**config.mk**
```make
export PLATFORM = sky130hd
export DESIGN_NAME = ycbcr_pipe_ctrl
export DESIGN_NICKNAME = d
export VERILOG_FILES = /design/src/rtl/ycbcr_pipe_ctrl.sv
export SDC_FILE = /design/constraint.sdc
export NUM_CORES = 1
export LEC_CHECK = 0
export BUFFER_PORTS_ARGS = -buffer_cell sky130_fd_sc_hd__buf_4
export CAP_MARGIN = 40
export CORE_MARGIN = 8
export CORE_UTILIZATION = 45
export DETAILED_ROUTE_END_ITERATION = 6
export GPL_TIMING_DRIVEN = 0
export PLACE_DENSITY = 0.72
export REMOVE_ABC_BUFFERS = 1
export SLEW_MARGIN = 20
export SYNTH_ARGS = -nofsm -noshare
export SYNTH_HDL_FRONTEND = slang
export SYNTH_SLANG_ARGS = --single-unit
```
**constraint.sdc**
```tcl
create_clock -name clk -period 2.5 [get_ports clk]
set_clock_uncertainty 0.05 [all_clocks]
set_input_delay 0.625 -clock clk [delete_from_list [all_inputs] [get_ports clk]]
set_output_delay 0.625 -clock clk [all_outputs]
set_load 0.005 [all_outputs]
```
**src/rtl/ycbcr_pipe_ctrl.sv**
```systemverilog
// ycbcr_pipe_ctrl
//   Control side of the YCbCr delay pipe. Delays the camera sync/enable signals
//   by the data latency of the pipe (DELAY_CNT+1 cycles) and gates them so that
//   only whole frames reach downstream logic. Also counts output pixels/lines
//   and flags frames whose geometry differs from H_ACTIVE x V_ACTIVE.
// Ports
//   clk, rst            pixel clock, async active-high reset
//   enable              level run request
//   err_clr             pulse, clears frame_err
//   in_vsync/hsync/de   sync signals aligned with pixels entering the pipe
//   out_vsync/hsync/de  delayed and gated sync signals
//   frame_start         1-cycle pulse on gated out_vsync rising edge
//   pix_cnt             index of the current active pixel in the output line
//   line_cnt            completed active lines in the current output frame
//   busy                FSM not in IDLE
//   frame_err           sticky geometry error flag
//
// state | meaning
// IDLE  | gate closed, waiting for enable
// ARM   | waiting for an in_vsync rising edge to start a whole frame
// RUN   | passing everything; stops at the next frame boundary once enable drops
// DRAIN | gate closed at input, letting in-flight pixels leave the pipe
module ycbcr_pipe_ctrl #(
  parameter int DELAY_CNT = 7,
  parameter int H_ACTIVE  = 640,
  parameter int V_ACTIVE  = 480,
  parameter int CNT_W     = 11
) (
  input  logic             clk,
  input  logic             rst,
  input  logic             enable,
  input  logic             err_clr,
  input  logic             in_vsync,
  input  logic             in_hsync,
  input  logic             in_de,
  output logic             out_vsync,
  output logic             out_hsync,
  output logic             out_de,
  output logic             frame_start,
  output logic [CNT_W-1:0] pix_cnt,
  output logic [CNT_W-1:0] line_cnt,
  output logic             busy,
  output logic             frame_err
);

  localparam int DEPTH = DELAY_CNT + 1;
  localparam int DRN_W = (DELAY_CNT < 1) ? 1 : $clog2(DELAY_CNT + 1);
  localparam logic [CNT_W-1:0] CNT_MAX = {CNT_W{1'b1}};

  typedef enum logic [1:0] {IDLE, ARM, RUN, DRAIN} state_t;

  state_t             state_q, state_d;
  logic [DRN_W-1:0]   drain_cnt_q, drain_cnt_d;
  logic               stop_pend_q, stop_pend_d;
  // Each stage carries {pass, vsync, hsync, de} so the gate travels with the pixel.
  logic [DEPTH-1:0][3:0] pipe_q, pipe_d;
  logic               ovs_prev_q, ovs_prev_d;
  logic               ode_prev_q, ode_prev_d;
  logic [CNT_W-1:0]   pix_cnt_q, pix_cnt_d;
  logic [CNT_W-1:0]   line_cnt_q, line_cnt_d;
  logic               line_bad_q, line_bad_d;
  logic               first_frame_q, first_frame_d;
  logic               frame_err_q, frame_err_d;

  logic pass;
  logic vs_rise;
  logic de_rise;
  logic de_fall;
  logic err_set;

  // Input-side FSM. Stage 0 of the pipe holds last cycle's in_vsync.
  always_comb begin
    state_d     = state_q;
    drain_cnt_d = drain_cnt_q;
    stop_pend_d = stop_pend_q;
    pass        = 1'b0;
    vs_rise     = in_vsync & ~pipe_q[0][2];
    case (state_q)
      IDLE: begin
        stop_pend_d = 1'b0;
        if (enable) state_d = ARM;
      end
      ARM: begin
        if (!enable) begin
          state_d = IDLE;
        end else if (vs_rise) begin
          pass    = 1'b1;
          state_d = RUN;
        end
      end
      RUN: begin
        // A dropped enable is remembered until the frame boundary, even if it returns.
        if (!enable) stop_pend_d = 1'b1;
        if (vs_rise && (stop_pend_q || !enable)) begin
          state_d     = DRAIN;
          drain_cnt_d = DRN_W'(DELAY_CNT);
          stop_pend_d = 1'b0;
        end else begin
          pass = 1'b1;
        end
      end
      DRAIN: begin
        if (drain_cnt_q == '0) state_d = IDLE;
        else drain_cnt_d = drain_cnt_q - 1'b1;
      end
      default: state_d = IDLE;
    endcase
  end

  always_comb begin
    pipe_d[0] = {pass, in_vsync, in_hsync, in_de};
    for (int i = 1; i < DEPTH; i++) pipe_d[i] = pipe_q[i-1];
  end

  assign out_vsync = pipe_q[DEPTH-1][2] & pipe_q[DEPTH-1][3];
  assign out_hsync = pipe_q[DEPTH-1][1] & pipe_q[DEPTH-1][3];
  assign out_de    = pipe_q[DEPTH-1][0] & pipe_q[DEPTH-1][3];

  // Output-side counters and geometry check.
  always_comb begin
    frame_start = out_vsync & ~ovs_prev_q;
    de_rise     = out_de & ~ode_prev_q;
    de_fall     = ~out_de & ode_prev_q;
    ovs_prev_d  = out_vsync;
    ode_prev_d  = out_de;

    // pix_cnt_q holds pixels already seen in this line; a rising de starts a new line at 0.
    pix_cnt   = de_rise ? '0 : pix_cnt_q;
    pix_cnt_d = pix_cnt_q;
    if (out_de) begin
      if (de_rise) pix_cnt_d = CNT_W'(1);
      else if (pix_cnt_q != CNT_MAX) pix_cnt_d = pix_cnt_q + 1'b1;
    end

    line_cnt_d = line_cnt_q;
    line_bad_d = line_bad_q;
    if (frame_start) begin
      line_cnt_d = '0;
      line_bad_d = 1'b0;
    end else if (de_fall) begin
      if (line_cnt_q != CNT_MAX) line_cnt_d = line_cnt_q + 1'b1;
      if (pix_cnt_q != CNT_W'(H_ACTIVE)) line_bad_d = 1'b1;
    end

    // The first passed vsync after a closed gate has no preceding frame to judge.
    first_frame_d = first_frame_q;
    if (!pipe_q[DEPTH-1][3]) first_frame_d = 1'b1;
    else if (frame_start) first_frame_d = 1'b0;

    err_set = frame_start & ~first_frame_q &
              ((line_cnt_q != CNT_W'(V_ACTIVE)) | line_bad_q);
    frame_err_d = frame_err_q;
    if (err_set) frame_err_d = 1'b1;
    else if (err_clr) frame_err_d = 1'b0;
  end

  assign line_cnt  = line_cnt_q;
  assign busy      = (state_q != IDLE);
  assign frame_err = frame_err_q;

  always_ff @(posedge clk or posedge rst) begin
    if (rst) begin
      state_q       <= IDLE;
      drain_cnt_q   <= '0;
      stop_pend_q   <= 1'b0;
      pipe_q        <= '0;
      ovs_prev_q    <= 1'b0;
      ode_prev_q    <= 1'b0;
      pix_cnt_q     <= '0;
      line_cnt_q    <= '0;
      line_bad_q    <= 1'b0;
      first_frame_q <= 1'b1;
      frame_err_q   <= 1'b0;
    end else begin
      state_q       <= state_d;
      drain_cnt_q   <= drain_cnt_d;
      stop_pend_q   <= stop_pend_d;
      pipe_q        <= pipe_d;
      ovs_prev_q    <= ovs_prev_d;
      ode_prev_q    <= ode_prev_d;
      pix_cnt_q     <= pix_cnt_d;
      line_cnt_q    <= line_cnt_d;
      line_bad_q    <= line_bad_d;
      first_frame_q <= first_frame_d;
      frame_err_q   <= frame_err_d;
    end
  end

endmodule

```
## Word-level counts from Yosys, hierarchy flattened

Index checks and enable logic that the tools add are counted.

| cells by class | value |
|---|---|
| add/sub/neg operators | 3 |
| bitwise logic cells | 15 |
| equal/unequal tests | 14 |
| reduce and logical (&&, ||, !) cells | 19 |
| muxes and demuxes | 29 |

Operator list:

| cell | number |
|---|---|
| $mux 11 | 6 |
| $add 11x1->11 const B | 2 |
| $ne 11x11->1 const B | 2 |
| $reduce_bool 2->1 | 8 |
| $mux 1 | 12 |
| $ne 11x10->1 const B | 1 |
| $ne 11x9->1 const B | 1 |
| $mux 2 | 5 |
| $ne 2x2->1 const B | 5 |
| $and 1x1->1 | 9 |
| $pmux 2 s4 | 1 |
| $reduce_and 2->1 | 4 |
| $mux 3 | 2 |
| $ne 3x3->1 const B | 2 |
| $pmux 3 s2 | 1 |
| $not 1->1 | 5 |
| $eq 2x2->1 const B | 2 |
| $pmux 1 s2 | 2 |
| $reduce_and 4->1 | 1 |
| $logic_not 3->1 | 1 |
| $reduce_and 3->1 | 1 |
| $sub 3x1->3 const B | 1 |
| $eq 2x1->1 const B | 1 |
| $logic_not 2->1 | 1 |
| 4 further kinds | 4 |

| storage, ports and cells | value |
|---|---|
| bits of input ports | 7 |
| output and inout bits | 28 |
| logic and storage cells | 98 |
| register bits after elaboration | 65 |

## Longest topological paths before layout

| logic depth | value |
|---|---|
| depth after elaboration | 5 |
| depth in mapped cells | 7 |
| depth with buffers taken out | 7 |

## Least setup slack after synthesis

No wires, ideal clock.

| path | value |
|---|---|
| kind | register -> output |
| start | register pipe_q[31] (netlist bit) |
| end | output port pix_cnt[10] |
| data arrival time | 1044 ps |
| data required time | 1825 ps |
| path buffers | 0 |
| path slack | 781 ps |
| cell stages (with the launch flop) | 5 |
| path through | dfrtp_1 > nand2_1 > inv_2 > nand2_1 > and2_1 |

| between the ends | value |
|---|---|
| longest elaborated chain between the ends | 3 |

RTL lines:

| element | line | source |
|---|---|---|
| start: declaration | 56 | `logic [DEPTH-1:0][3:0] pipe_q, pipe_d;` |
| start signal: assignment | 178 | `pipe_q <= pipe_d;` |
| $and 1x1->1 | 117 | `assign out_de = pipe_q[DEPTH-1][0] & pipe_q[DEPTH-1][3];` |
| net out_de | 38 | `output logic out_de,` |
| $and 1x1->1 | 122 | `de_rise = out_de & ~ode_prev_q;` |
| $mux 11 | 128 | `pix_cnt = de_rise ? '0 : pix_cnt_q;` |
| end: declaration | 40 | `output logic [CNT_W-1:0] pix_cnt,` |

The timed path passes the listed nets, and every way through them passes these cells.

## Worst setup path after layout

| path | value |
|---|---|
| start | register pipe_q[31] (netlist bit) |
| end | output port pix_cnt[6] |

| between the ends | value |
|---|---|
| longest elaborated chain between the ends | 3 |

RTL lines:

| element | line |
|---|---|
| $and 1x1->1 | 117 |
| $and 1x1->1 | 122 |
| $mux 11 | 128 |

Every way passes these cells.

==> results.yml <==
place:
  hpwlAfterDp_um: 3712
  numPlacedInstances: 353
  io_buffers: 34
  gp_congestion: 0.7959
  place_ws_ps: 331.7
global_route:
  grt_usage_pct: 13.19
  grt_pass1_vias: 1976
  grt_first_pass_wirelength_um: 9183
  grt_max_degree: 52
  antenna_found_initial: 0
  grt-ovfl-total: 0
run_status:
  outcome: "finished clean"
final_layout:
  n_antenna_cell: 0
  finalNonFillerCells: 369
  multiInputGateArea_um2: 1056
  drive_gt1_share_pct: 21.77
  fillerInstances: 515
  syn2layout_area_growth_pct: 21.50
  area.sequential_um2: 1629
  final_nets: 306
worst_setup_path:
  slowest_stage: "dfrtp_1"
  critical_path_required_ps: 1820
  path_buf_inv: 2
  r2r_cells: 5
  crit_start: "pipe_q[31]$_DFF_PP0_"
  crit_path_end_kind: "output pin"
  crit_family: "simple AND/OR/NAND/NOR gates"
  crit_fanout: 11
  worstSetupPathType: "register to output pin"
  path_cells: "nand2_2 > inv_4 > nand2_1 > and2_1 > buf_4"
  startpoint_type: "register"
  cp_slowest_stage_delay_ps: 410
  r2r_end: "line_cnt[7]$_DFFE_PP0P_"
  path_depth: 5
  rrSetupSlack_ps: 570
  reg2reg_from: "pipe_q[31]$_DFF_PP0_"
  crit_arrival_ps: 1670
  endpoint: "pix_cnt[6]"
yosys:
  yosys-top-cells-area: "dfrtp_1, ha_1, nor2_1"
  synth-edff-count: 0
  synth_most_common_cell: "dfrtp_1"
  synth_warnings: 0
  synth.cell_area_um2: 2764
  synth_seq_cells: 65
  synth_flop_cell: "dfrtp_1"
  synth_top_cells_by_count: "dfrtp_1, nor2_1, nand2_1"
  synthArstFlopShare_pct: 100.0
  synth_top_area_cell: "dfrtp_1"
  yosysTopAreaCellShare_pct: 57.94
  syn_avg_cell_area_um2: 11.24
  syn_inst: 246
  ys_seq_area_share_pct: 58.90
  yosys.cell_types.count: 48
timing:
  grt_setup_unrepaired: "false"
  max_clock_freq_mhz: 426.9
  tightest_slew_ps: 635.5
  drv_slew: 0
  min_period_over_period_pct: 93.69
  max_slew_margin_pct: 57.63
  setup_viol: 0
  hold_viol_final: 0
  worst_slack_ps: 157.8
  period_minus_slack_ps: 2342
routing:
  drt_drc_violations_left: 0
  avgViaCountPerCell: 5.287
  ant_nets: 0
  drt_pass1_iterations: 4
  finalWirelength_um: 5230
  vias: 1951
  wl_per_cell_um: 14.17
  drt_iter0_markers: 92
floorplanning:
  die_x_um: 94.37
  die_height_um: 94.37
  core-area_um2: 5921
  die-area_um2: 8906
  start_util_pct: 46.68
  ioPinCount: 35
  placementRows: 28
power_and_ir_drop:
  leakagePower_nw: 1.553
  powerDensity_nw_per_um2: 878.0
  total_power_mw: 2.948
  vdd_drop_max_mv: 0.5967
clock_network:
  h-tree-depth: 3
  clkLatencyLatePin_ps: 330
  clockRootBuffer: "clkbuf_8"
  cts.clk_slew.worst_paths_ps: 70
  cts_buffer_depth: 2
  cts_tree: "built"
  cts.sinks: 65
  cts_made_buffers: 9
  cts_setup_buffers: 0
flow_run:
  cap_viol_max_count: 0
hold_path:
  hp-class: "input port to asynchronous set/reset pin"
==> power breakdown <==
group	internal (mW)	total (mW)	switching, mW
sequential	1.20	1.32	0.119
combinational	0.300	0.645	0.345
clock	0.615	0.982	0.367
total	2.12	2.95	0.831
==> metal layers <==
metal	wire [um]	vias up	track usage, %
li1	-	940	-
met1	2223	960	14.63
met3	334	9	5.079
met4	74	0	5.945
met5	0	-	0
met2	2596	42	21.96
==> kinds of logic (layout without fill, tap and decap cells) <==
logic type | Yosys count | in the layout | synth area share (%)
buffers and inverters | 21 | 69 | 2.988
AOI/OAI and AO/OA | 43 | 43 | 11.27
muxes | 2 | 2 | 0.7243
xor gates and xnor gates | 9 | 9 | 2.852
adders and majority gates | 10 | 10 | 4.527
DFF | 65 | 65 | 58.90
and+or+nand+nor | 96 | 96 | 18.74
==> placed cells by master, fill, tap and decap left out, drive strengths merged, types with 2 or more instances in the layout <==
master and n:
nor4 7, mux2i 2, inv 18, bufinv 2, ha 10, o21ai 10
o41ai 3, and2 11, nor3 6, o21a 2, a21boi 2, nand2b 3
dfrtp 64, o31ai 3, a21oi 11, nor3b 2, nor2 23, clkbuf 13
o22ai 2, xnor2 9, nand2 22, a21o 2, nand4 5, nand3 9
buf 35
==> registers in the layout, indices dropped and copies added, names as in the netlist, 3 cells and up, named ones only <==
name	cells
pipe_d	28
drain_cnt_q	3
pix_cnt_q	11
pipe_q	4
line_cnt	11
==> worst min-delay path by stage <==
stage                            endpoint  cells after the start                 start
2_1_floorplan        pipe_d[11]$_DFF_PP0_                      0   pipe_d[7]$_DFF_PP0_
3_3_place_gp         pipe_d[29]$_DFF_PP0_                      0  pipe_d[25]$_DFF_PP0_
3_5_place_dp         pipe_d[20]$_DFF_PP0_                      0  pipe_d[16]$_DFF_PP0_
4_1_cts           line_cnt[4]$_DFFE_PP0P_                      2                   rst
5_1_grt        drain_cnt_q[1]$_DFFE_PP0P_                      2                   rst
6_report       drain_cnt_q[0]$_DFFE_PP0P_                      2                   rst
==> metrics by stage <==
stage / util [%] / area [um^2] / hold slack, ps / TNS [ps]
after floorplan: - / 2749 / 281.2 / 0
after global placement: 52.32 / 3098 / 281.3 / -34940
after detailed placement: 52.83 / 3128 / 284.7 / 0
after CTS: 56.66 / 3354 / 156.3 / 0
after global routing: 56.72 / 3358 / 166.8 / 0
final: 56.72 / 3358 / 169.2 / 0
==> area by class of cell <==
cell class	count	share of cell area, %
clock buffer	13	4.732
multi-input combinational	160	31.45
sequential	65	48.51
clock inverter	3	1.937
tap	75	2.794
inverter	18	2.161
timing repair buffer	35	8.420
==> repair_timing <==
item | 4_1_cts | 5_1_grt
hold buffers | 0 | 0
endpoints found under the setup margin | 8 | 8
gates resized for setup | 2 | 2
Power figures use the tool's default switching activity.
